`src/rtl/debug_pkg.sv`:
```
// Shared types and constants for the debug step controller.
// Stage indices, controller state encoding, display saturation limit.
package debug_pkg;

  localparam int NUM_STAGES = 7;

  typedef enum logic [2:0] {
    FETCH,
    FETCH_WAIT,
    DECODE,
    EXECUTE,
    MEMORY,
    MEMORY_WAIT,
    WRITEBACK
  } stage_e;

  typedef enum logic [2:0] {
    IDLE,
    DB_PRESS,
    STEP,
    CAPTURE,
    WAIT_REL,
    RUN
  } step_state_e;

  localparam logic [19:0] DISPLAY_MAX = 20'd999999;

  typedef logic [6:0] stage_word_t;

  // Clamp a register value to what six decimal HEX digits can show.
  function automatic logic [19:0] saturate_display(input logic [31:0] value);
    return (value >= {12'd0, DISPLAY_MAX}) ? DISPLAY_MAX : value[19:0];
  endfunction

endpackage

```
`src/rtl/debug_step_ctrl_if.sv`:
```
// CPU-side debug bus: per-stage PC/opcode, register debug read port and
// the pipeline clock enable. The controller uses the slave view.
interface debug_step_ctrl_if;
  import debug_pkg::*;

  stage_word_t [NUM_STAGES-1:0] pc_in;
  stage_word_t [NUM_STAGES-1:0] opcode_in;
  logic [31:0]                  reg_rdata;
  logic [3:0]                   reg_raddr;
  logic                         cpu_en;

  modport master (
    output pc_in,
    output opcode_in,
    output reg_rdata,
    input  reg_raddr,
    input  cpu_en
  );

  modport slave (
    input  pc_in,
    input  opcode_in,
    input  reg_rdata,
    output reg_raddr,
    output cpu_en
  );

endinterface

```
`src/rtl/debug_step_ctrl_debouncer.sv`:
```
// key_debouncer: synchronizes the raw active-low pushbutton and counts how
// long the synchronized level has been stable in the phase the controller
// asks for (pressed while debouncing a press, released while waiting for
// release). press_done / release_done fire when the level has held for
// DEBOUNCE_CYCLES cycles.
module key_debouncer #(
  parameter int DEBOUNCE_CYCLES = 500000,
  parameter int CNT_W           = $clog2(DEBOUNCE_CYCLES + 1)
) (
  input  logic clk,
  input  logic rst_n,
  input  logic key_step_n,
  input  logic press_mode,
  input  logic release_mode,
  output logic key_p,
  output logic press_done,
  output logic release_done
);

  localparam logic [CNT_W-1:0] CNT_LAST = CNT_W'(DEBOUNCE_CYCLES - 1);

  logic             key_meta;
  logic             key_sync;
  logic [CNT_W-1:0] cnt;
  logic             level_ok;

  // Two-flop synchronizer; idles at the released (high) level.
  always_ff @(posedge clk or negedge rst_n) begin
    if (!rst_n) begin
      key_meta <= 1'b1;
      key_sync <= 1'b1;
    end else begin
      key_meta <= key_step_n;
      key_sync <= key_meta;
    end
  end

  assign key_p    = ~key_sync;
  assign level_ok = (press_mode && key_p) || (release_mode && !key_p);

  // Stability counter: runs while the wanted level holds, clears otherwise.
  always_ff @(posedge clk or negedge rst_n) begin
    if (!rst_n) begin
      cnt <= '0;
    end else if (level_ok && (cnt != CNT_LAST)) begin
      cnt <= cnt + CNT_W'(1);
    end else if (!level_ok) begin
      cnt <= '0;
    end
  end

  assign press_done   = press_mode && key_p && (cnt == CNT_LAST);
  assign release_done = release_mode && !key_p && (cnt == CNT_LAST);

endmodule

```
`src/rtl/debug_step_ctrl.sv`:
```
// debug_step_ctrl: turns a bouncing pushbutton into one CPU clock-enable
// pulse per press, supports free-run, and freezes per-stage PC/opcode and
// a saturated register value for the display after each step.
// Optional feature macro: DEBUG_STEP_BREAKPOINT_EN (PC breakpoint in RUN).
module debug_step_ctrl
  import debug_pkg::*;
#(
  parameter int DEBOUNCE_CYCLES = 500000,
  parameter int CNT_W           = $clog2(DEBOUNCE_CYCLES + 1)
) (
  input  logic                         clk,
  input  logic                         rst_n,
  input  logic                         key_step_n,
  input  logic                         run_sw,
  input  logic [3:0]                   reg_sel,
`ifdef DEBUG_STEP_BREAKPOINT_EN
  input  stage_word_t                  bp_pc,
  input  logic                         bp_valid,
`endif
  debug_step_ctrl_if.slave             cpu,
  output logic                         halted,
  output stage_word_t [NUM_STAGES-1:0] pc_snap,
  output stage_word_t [NUM_STAGES-1:0] opcode_snap,
  output logic [19:0]                  selected_reg_value,
  output logic [15:0]                  step_count
);

  step_state_e state;
  step_state_e next_state;

  logic run_meta;
  logic run_s;
  logic key_p;
  logic press_done;
  logic release_done;
  logic from_run;
  logic bp_match;
  logic bp_freeze;
  logic run_allowed;
  logic snap_load;

  key_debouncer #(
    .DEBOUNCE_CYCLES (DEBOUNCE_CYCLES),
    .CNT_W           (CNT_W)
  ) u_key_debouncer (
    .clk          (clk),
    .rst_n        (rst_n),
    .key_step_n   (key_step_n),
    .press_mode   (state == DB_PRESS),
    .release_mode (state == WAIT_REL),
    .key_p        (key_p),
    .press_done   (press_done),
    .release_done (release_done)
  );

  // Two-flop synchronizer for the free-run switch; idles in single-step.
  always_ff @(posedge clk or negedge rst_n) begin
    if (!rst_n) begin
      run_meta <= 1'b0;
      run_s    <= 1'b0;
    end else begin
      run_meta <= run_sw;
      run_s    <= run_meta;
    end
  end

`ifdef DEBUG_STEP_BREAKPOINT_EN
  logic bp_lock;

  assign bp_match = bp_valid && (cpu.pc_in[FETCH] == bp_pc);

  // Breakpoint lock blocks RUN re-entry until run_s has been seen low.
  always_ff @(posedge clk or negedge rst_n) begin
    if (!rst_n) begin
      bp_lock   <= 1'b0;
      bp_freeze <= 1'b0;
    end else begin
      bp_freeze <= (state == RUN) && bp_match;
      if (!run_s) begin
        bp_lock <= 1'b0;
      end else if ((state == RUN) && bp_match) begin
        bp_lock <= 1'b1;
      end
    end
  end

  assign run_allowed = run_s && !bp_lock;
`else
  assign bp_match    = 1'b0;
  assign bp_freeze   = 1'b0;
  assign run_allowed = run_s;
`endif

  // Next-state logic; an active run switch overrides any step in progress.
  always_comb begin
    next_state = state;
    case (state)
      IDLE:     if (key_p) next_state = DB_PRESS;
      DB_PRESS: begin
        if (!key_p)          next_state = IDLE;
        else if (press_done) next_state = STEP;
      end
      STEP:     next_state = CAPTURE;
      CAPTURE: begin
        if (from_run) next_state = key_p ? WAIT_REL : IDLE;
        else          next_state = WAIT_REL;
      end
      WAIT_REL: if (release_done) next_state = IDLE;
      RUN:      if (!run_s || bp_match) next_state = CAPTURE;
      default:  next_state = IDLE;
    endcase
    if (run_allowed && (state != RUN)) next_state = RUN;
  end

  // State register plus glitch-free registered cpu_en / halted.
  always_ff @(posedge clk or negedge rst_n) begin
    if (!rst_n) begin
      state         <= IDLE;
      from_run      <= 1'b0;
      cpu.cpu_en    <= 1'b0;
      halted        <= 1'b1;
      cpu.reg_raddr <= 4'd0;
    end else begin
      state         <= next_state;
      from_run      <= (state == RUN);
      cpu.cpu_en    <= (next_state == STEP) || (next_state == RUN);
      halted        <= (next_state != RUN);
      cpu.reg_raddr <= reg_sel;
    end
  end

  // After a breakpoint the RUN reload already holds the matching cycle.
  assign snap_load = (state == RUN) || ((state == CAPTURE) && !bp_freeze);

  // Snapshot registers the display reads; only a completed single step counts.
  always_ff @(posedge clk or negedge rst_n) begin
    if (!rst_n) begin
      pc_snap            <= '0;
      opcode_snap        <= '0;
      selected_reg_value <= '0;
      step_count         <= '0;
    end else begin
      if (snap_load) begin
        pc_snap            <= cpu.pc_in;
        opcode_snap        <= cpu.opcode_in;
        selected_reg_value <= saturate_display(cpu.reg_rdata);
      end
      if ((state == CAPTURE) && !from_run) begin
        step_count <= step_count + 16'd1;
      end
    end
  end

endmodule

```
`src/flat_wrapper.sv`:
```
// flat-port wrapper written by rule: the top's interface ports become plain ports
module debug_step_ctrl_flat import debug_pkg::*;
#(
  parameter int DEBOUNCE_CYCLES = 500000,
  parameter int CNT_W           = $clog2(DEBOUNCE_CYCLES + 1)
)
  (clk, rst_n, key_step_n, run_sw, reg_sel, halted, pc_snap, opcode_snap, selected_reg_value, step_count, cpu_pc_in, cpu_opcode_in, cpu_reg_rdata, cpu_reg_raddr, cpu_cpu_en);
  debug_step_ctrl_if cpu_i ();
  input  logic clk;
  input  logic rst_n;
  input  logic key_step_n;
  input  logic run_sw;
  input  logic [3:0] reg_sel;
  output logic halted;
  output stage_word_t [NUM_STAGES-1:0] pc_snap;
  output stage_word_t [NUM_STAGES-1:0] opcode_snap;
  output logic [19:0] selected_reg_value;
  output logic [15:0] step_count;
  input wire logic [$bits(cpu_i.pc_in)-1:0] cpu_pc_in;
  input wire logic [$bits(cpu_i.opcode_in)-1:0] cpu_opcode_in;
  input wire logic [$bits(cpu_i.reg_rdata)-1:0] cpu_reg_rdata;
  output wire logic [$bits(cpu_i.reg_raddr)-1:0] cpu_reg_raddr;
  output wire logic [$bits(cpu_i.cpu_en)-1:0] cpu_cpu_en;
  assign cpu_i.pc_in = cpu_pc_in;
  assign cpu_i.opcode_in = cpu_opcode_in;
  assign cpu_i.reg_rdata = cpu_reg_rdata;
  assign cpu_reg_raddr = cpu_i.reg_raddr;
  assign cpu_cpu_en = cpu_i.cpu_en;
  debug_step_ctrl #(.DEBOUNCE_CYCLES(DEBOUNCE_CYCLES), .CNT_W(CNT_W)) u_core (.clk(clk), .rst_n(rst_n), .key_step_n(key_step_n), .run_sw(run_sw), .reg_sel(reg_sel), .cpu(cpu_i), .halted(halted), .pc_snap(pc_snap), .opcode_snap(opcode_snap), .selected_reg_value(selected_reg_value), .step_count(step_count));
endmodule
```
`config.mk`:
```
export PLATFORM = sky130hd
export DESIGN_NAME = debug_step_ctrl_flat
export DESIGN_NICKNAME = d
export VERILOG_FILES = /design/src/rtl/debug_pkg.sv /design/src/rtl/debug_step_ctrl_if.sv /design/src/rtl/debug_step_ctrl_debouncer.sv /design/src/rtl/debug_step_ctrl.sv /design/src/flat_wrapper.sv
export SDC_FILE = /design/constraint.sdc
export NUM_CORES = 1
export LEC_CHECK = 0
export CAP_MARGIN = 20
export CORE_UTILIZATION = 39
export CTS_CLUSTER_SIZE = 14
export DETAILED_ROUTE_END_ITERATION = 12
export GPL_TIMING_DRIVEN = 0
export PLACE_DENSITY = 0.77
export SLEW_MARGIN = 20
export SYNTH_ARGS = -nofsm -noshare
export SYNTH_HDL_FRONTEND = slang
export SYNTH_HIERARCHICAL = 1
export SYNTH_SLANG_ARGS = --single-unit
```
`constraint.sdc`:
```
create_clock -name clk -period 1.64 [get_ports clk]
set_clock_uncertainty 0.05 [all_clocks]
set_input_delay 0.328 -clock clk [delete_from_list [all_inputs] [get_ports clk]]
set_output_delay 0.328 -clock clk [all_outputs]
set_load 0.005 [all_outputs]
```
==> results.md <==
- Clock network fraction of total power: 29.1%
- Highest-delay cell along the critical path: dfrtp_2
- Net Sw Frac: 30.3%
- Clock root cell: clkbuf_16
- Tcrit/Tclk final: 111%
- Global placement routability congestion: 0.800
- Die area: 17800 um^2
- Crit path kind: reg -> reg
- NumNets Final: 1172
- Total track usage: 23.2%
- Worst min-delay path endpoint: u_core/selected_reg_value[13]
- CTS tree: yes
- Tmin final: 1830 ps
- Critical Path Start Type: flop
- Worst Path Buf+Inv: 0
- I/O pin cnt: 278
- Critical Path Fanout Max: 5
- Syn_nets: 829
- Layout cells sized above 1: 16.0%
- Number of synthesized flops with an enable pin: 0
- Max stage delay on crit path: 440 ps
- CTS buffer count: 17
- Final ANT Viol Nets: 0
- Async set or reset register ratio after synthesis: 100%
- WL/cell: 16.1 um
- Failing checks: setup timing
- Post-synth top cells: 319 x nand2_1, 164 x dfrtp_1, 19 x buf_2, 17 x xnor2_1, 16 x nor2_1
- # rows: 47
- Syn Std Cell Area: 6730 um^2
- Pleak: 0.00538 uW
- Combinational power share: 28.9%
- Synth Instances: 689
- Vias: 6197
- Hold_sp: cpu_reg_rdata[13]
- Final setup margin: -185 ps
- Worst skew pair latency: 430 ps
- Ant diodes: 0
- Worst reg2reg path depth: 5
- Yosys reg bits: 167
- Final WL: 20.4 mm
- Via density: 4.90
- Synth-to-Final Area Change: 61.2%
- Drt pass-1 iters: 5
- Sequential area share after synthesis: 62.1%
- Peak Freq: 0.548 GHz
- CTS Buffer Depth: 2
- Die width: 133 um
- WP data required: 1940 ps
- Worst flop-to-flop path endpoint: u_core/u_key_debouncer/cnt[16]
- Starting Density: 40.3%
- Synth area leaders: dfrtp_1 61%, nand2_1 18%, xnor2_1 2.2%, buf_2 1.4%, dfstp_2 1.2%
- FF-to-FF setup slack: -190 ps
- Vias in the first global route: 6320
- Reg2reg start: u_core/u_key_debouncer/cnt[1]
- H-tree levels: 4
- Pwr per Cell Area: 1210 nW/um^2
- Final slew viol count: 0
- Worst Tran Pin Value: 640 ps
- Power, Total: 13100 uW
- Fillers: 1381
- Largest net degree at the start of global routing: 85
- DRC: 0
- Count of input and output buffers: 277
- Reg power frac: 41.9%
- Synth cell types: 51
- CTS clk-pin slew, worst paths: 70 ps
- Cell Chain, Critical Path: ha_4, nand4_1, or3_4, or3_1, a21oi_1
- Clock tree sinks: 167
- MaxCap Viol Count: 0
- Hold crit path type: in -> reg
- Die Y: 133 um
- Global-route wire length before repair: 31.9 mm
- Worst Setup End Kind: flop
- Yosys warns: 6
- GRT overflow: 0
- P_sw: 3990 uW
- Max IR drop VDD: 0.753 mV
- Final Hold Fails: 0
- WHS Path Cells: 2
- Hpwl dp: 13.9 mm
- Core area: 16700 um^2
- Fin Setup TNS: -1090 ps
- Most common cell in the netlist: nand2_1
- CP Data Arrival Time: 2130 ps
- Main flop type after synthesis: dfrtp_1
- Rel. slew slack: 57.4%
- Post-synth top area cell: dfrtp_1
- Yosys top cell area share: 61.0%
- Avg Cell Area, Syn: 9.77 um^2
- WHS: 176 ps
- Internal power: 9160 uW
- Initial antenna violation count: 0
- Crit-path leading delay family: simple AND/OR/NAND/NOR gates
- Outcome: finished, violations left
- DRT iter0 DRCs: 320
- Final Setup Violations: 13
- RSZ-0062 raised after global routing: true
## layout by cell type (no fill, tap or decap), types with 3 or more instances in the layout
cell and count:
nand3_1 7, nand2_1 316, nand2b_1 4, clkbuf_16 17, o21ai_0 13, and3_1 8
dfrtp_1 153, nand4_1 12, clkdlybuf4s15_1 3, clkdlybuf4s50_1 124, dfrtp_2 11, a22o_1 5
xor2_1 5, xnor2_1 16, or3_1 4, buf_2 5, o32a_1 6, inv_1 5
and4_1 3, nor3_1 4, clkbuf_4 3, buf_4 56, nor2_1 12, clkinv_2 3
dfstp_2 3, a21oi_2 4, o22a_1 4, dlygate4sd2_1 145, a31oi_1 3, clkbuf_2 8
a21oi_1 7, nor2_4 3, clkbuf_1 3, buf_6 4, or4_4 4, clkinv_4 3
## registers in the layout, indices dropped and copies added (netlist names)
| name | flops |
|---|---|
| u_core/from_run | 1 |
| u_core/opcode_snap | 49 |
| u_core/u_key_debouncer/key_sync | 1 |
| u_core/u_key_debouncer/cnt | 19 |
| u_core/cpu.cpu_en | 1 |
| u_core/step_count | 16 |
| u_core/pc_snap | 49 |
| u_core/run_allowed | 1 |
| u_core/state | 3 |
| u_core/selected_reg_value | 20 |
| u_core/run_meta | 1 |
| u_core/halted | 1 |
| u_core/cpu.reg_raddr | 4 |
| u_core/u_key_debouncer/key_meta | 1 |
## power groups by stage
stage               clock (uW)  sequential [uW]  combinational [uW]
finish                    3830             5510                3800
global route              4100             5640                4230
CTS                       3920             5510                3760
detailed placement           0             5610                4100
global placement             0             5580                4040
floorplan                    0             5670                1270
## layer usage
metal  wire length, um  share of wire (%)  global-route usage, %
met5                 0                  0                      0
met4               631                3.1                   10.1
met3              1280                6.3                   5.67
met2             10300                 50                   40.0
met1              8220                 40                   27.6
## stage by stage
| stage | std cells | worst slack, ps | util, % | cell area [um^2] |
|---|---|---|---|---|
| after floorplan | 689 | -104 | - | 6750 |
| after global placement | 1186 | -6730 | 58.7 | 9800 |
| after detailed placement | 1187 | -620 | 58.9 | 9830 |
| after CTS | 1255 | -195 | 63.8 | 10700 |
| after global routing | 1265 | -210 | 64.9 | 10800 |
| final | 1265 | -185 | 64.9 | 10800 |
## cells by family (layout without fill, tap and decap cells)
group / Yosys count / after routing / share of synthesized area, %
adders and majority gates: 2 / 2 / 0.372
and+or+nand+nor: 404 / 405 / 26.1
AOI/OAI and AO/OA: 53 / 53 / 5.41
muxes: 3 / 3 / 0.465
DFF: 167 / 167 / 62.1
xor gates and xnor gates: 23 / 23 / 2.99
buffers and inverters: 37 / 392 / 2.47
## layout make-up
type                            count  area [um^2]  area share [%]
Buffer                             25          180            1.66
Timing Repair Buffer              329         3010            27.8
Sequential cell                   167         4200            38.7
Clock inverter                     10         96.3           0.888
Clock buffer                       22          464            4.28
Tap cell                          220          275            2.54
Multi-Input combinational cell    486         2600            24.0
Inverter                            6         22.5           0.208
## worst max-delay path by stage
stage	start	endpoint	slack [ps]	cells past startpoint
3_5_place_dp	cpu_reg_rdata[31]	u_core/selected_reg_value[0]	-620	5
3_3_place_gp	rst_n	u_core/opcode_snap[0]	-6730	1
5_1_grt	u_core/u_key_debouncer/cnt[1]	u_core/u_key_debouncer/cnt[16]	-210	5
2_1_floorplan	u_core/u_key_debouncer/cnt[5]	u_core/u_key_debouncer/cnt[17]	-100	5
4_1_cts	u_core/u_key_debouncer/cnt[9]	u_core/u_key_debouncer/cnt[17]	-190	5
6_report	u_core/u_key_debouncer/cnt[1]	u_core/u_key_debouncer/cnt[16]	-190	5
## timing repair
action | 4_1_cts | 5_1_grt
pin swaps | 21 | 18
cloned | 1 | 0
setup buffers | 37 | 14
gates resized for setup | 202 | 55
hold buffers | 1 | 0
hold endpoints to repair | 80 | 0
endpoints found under the setup margin | 282 | 81
Power figures use the tool's default switching activity.
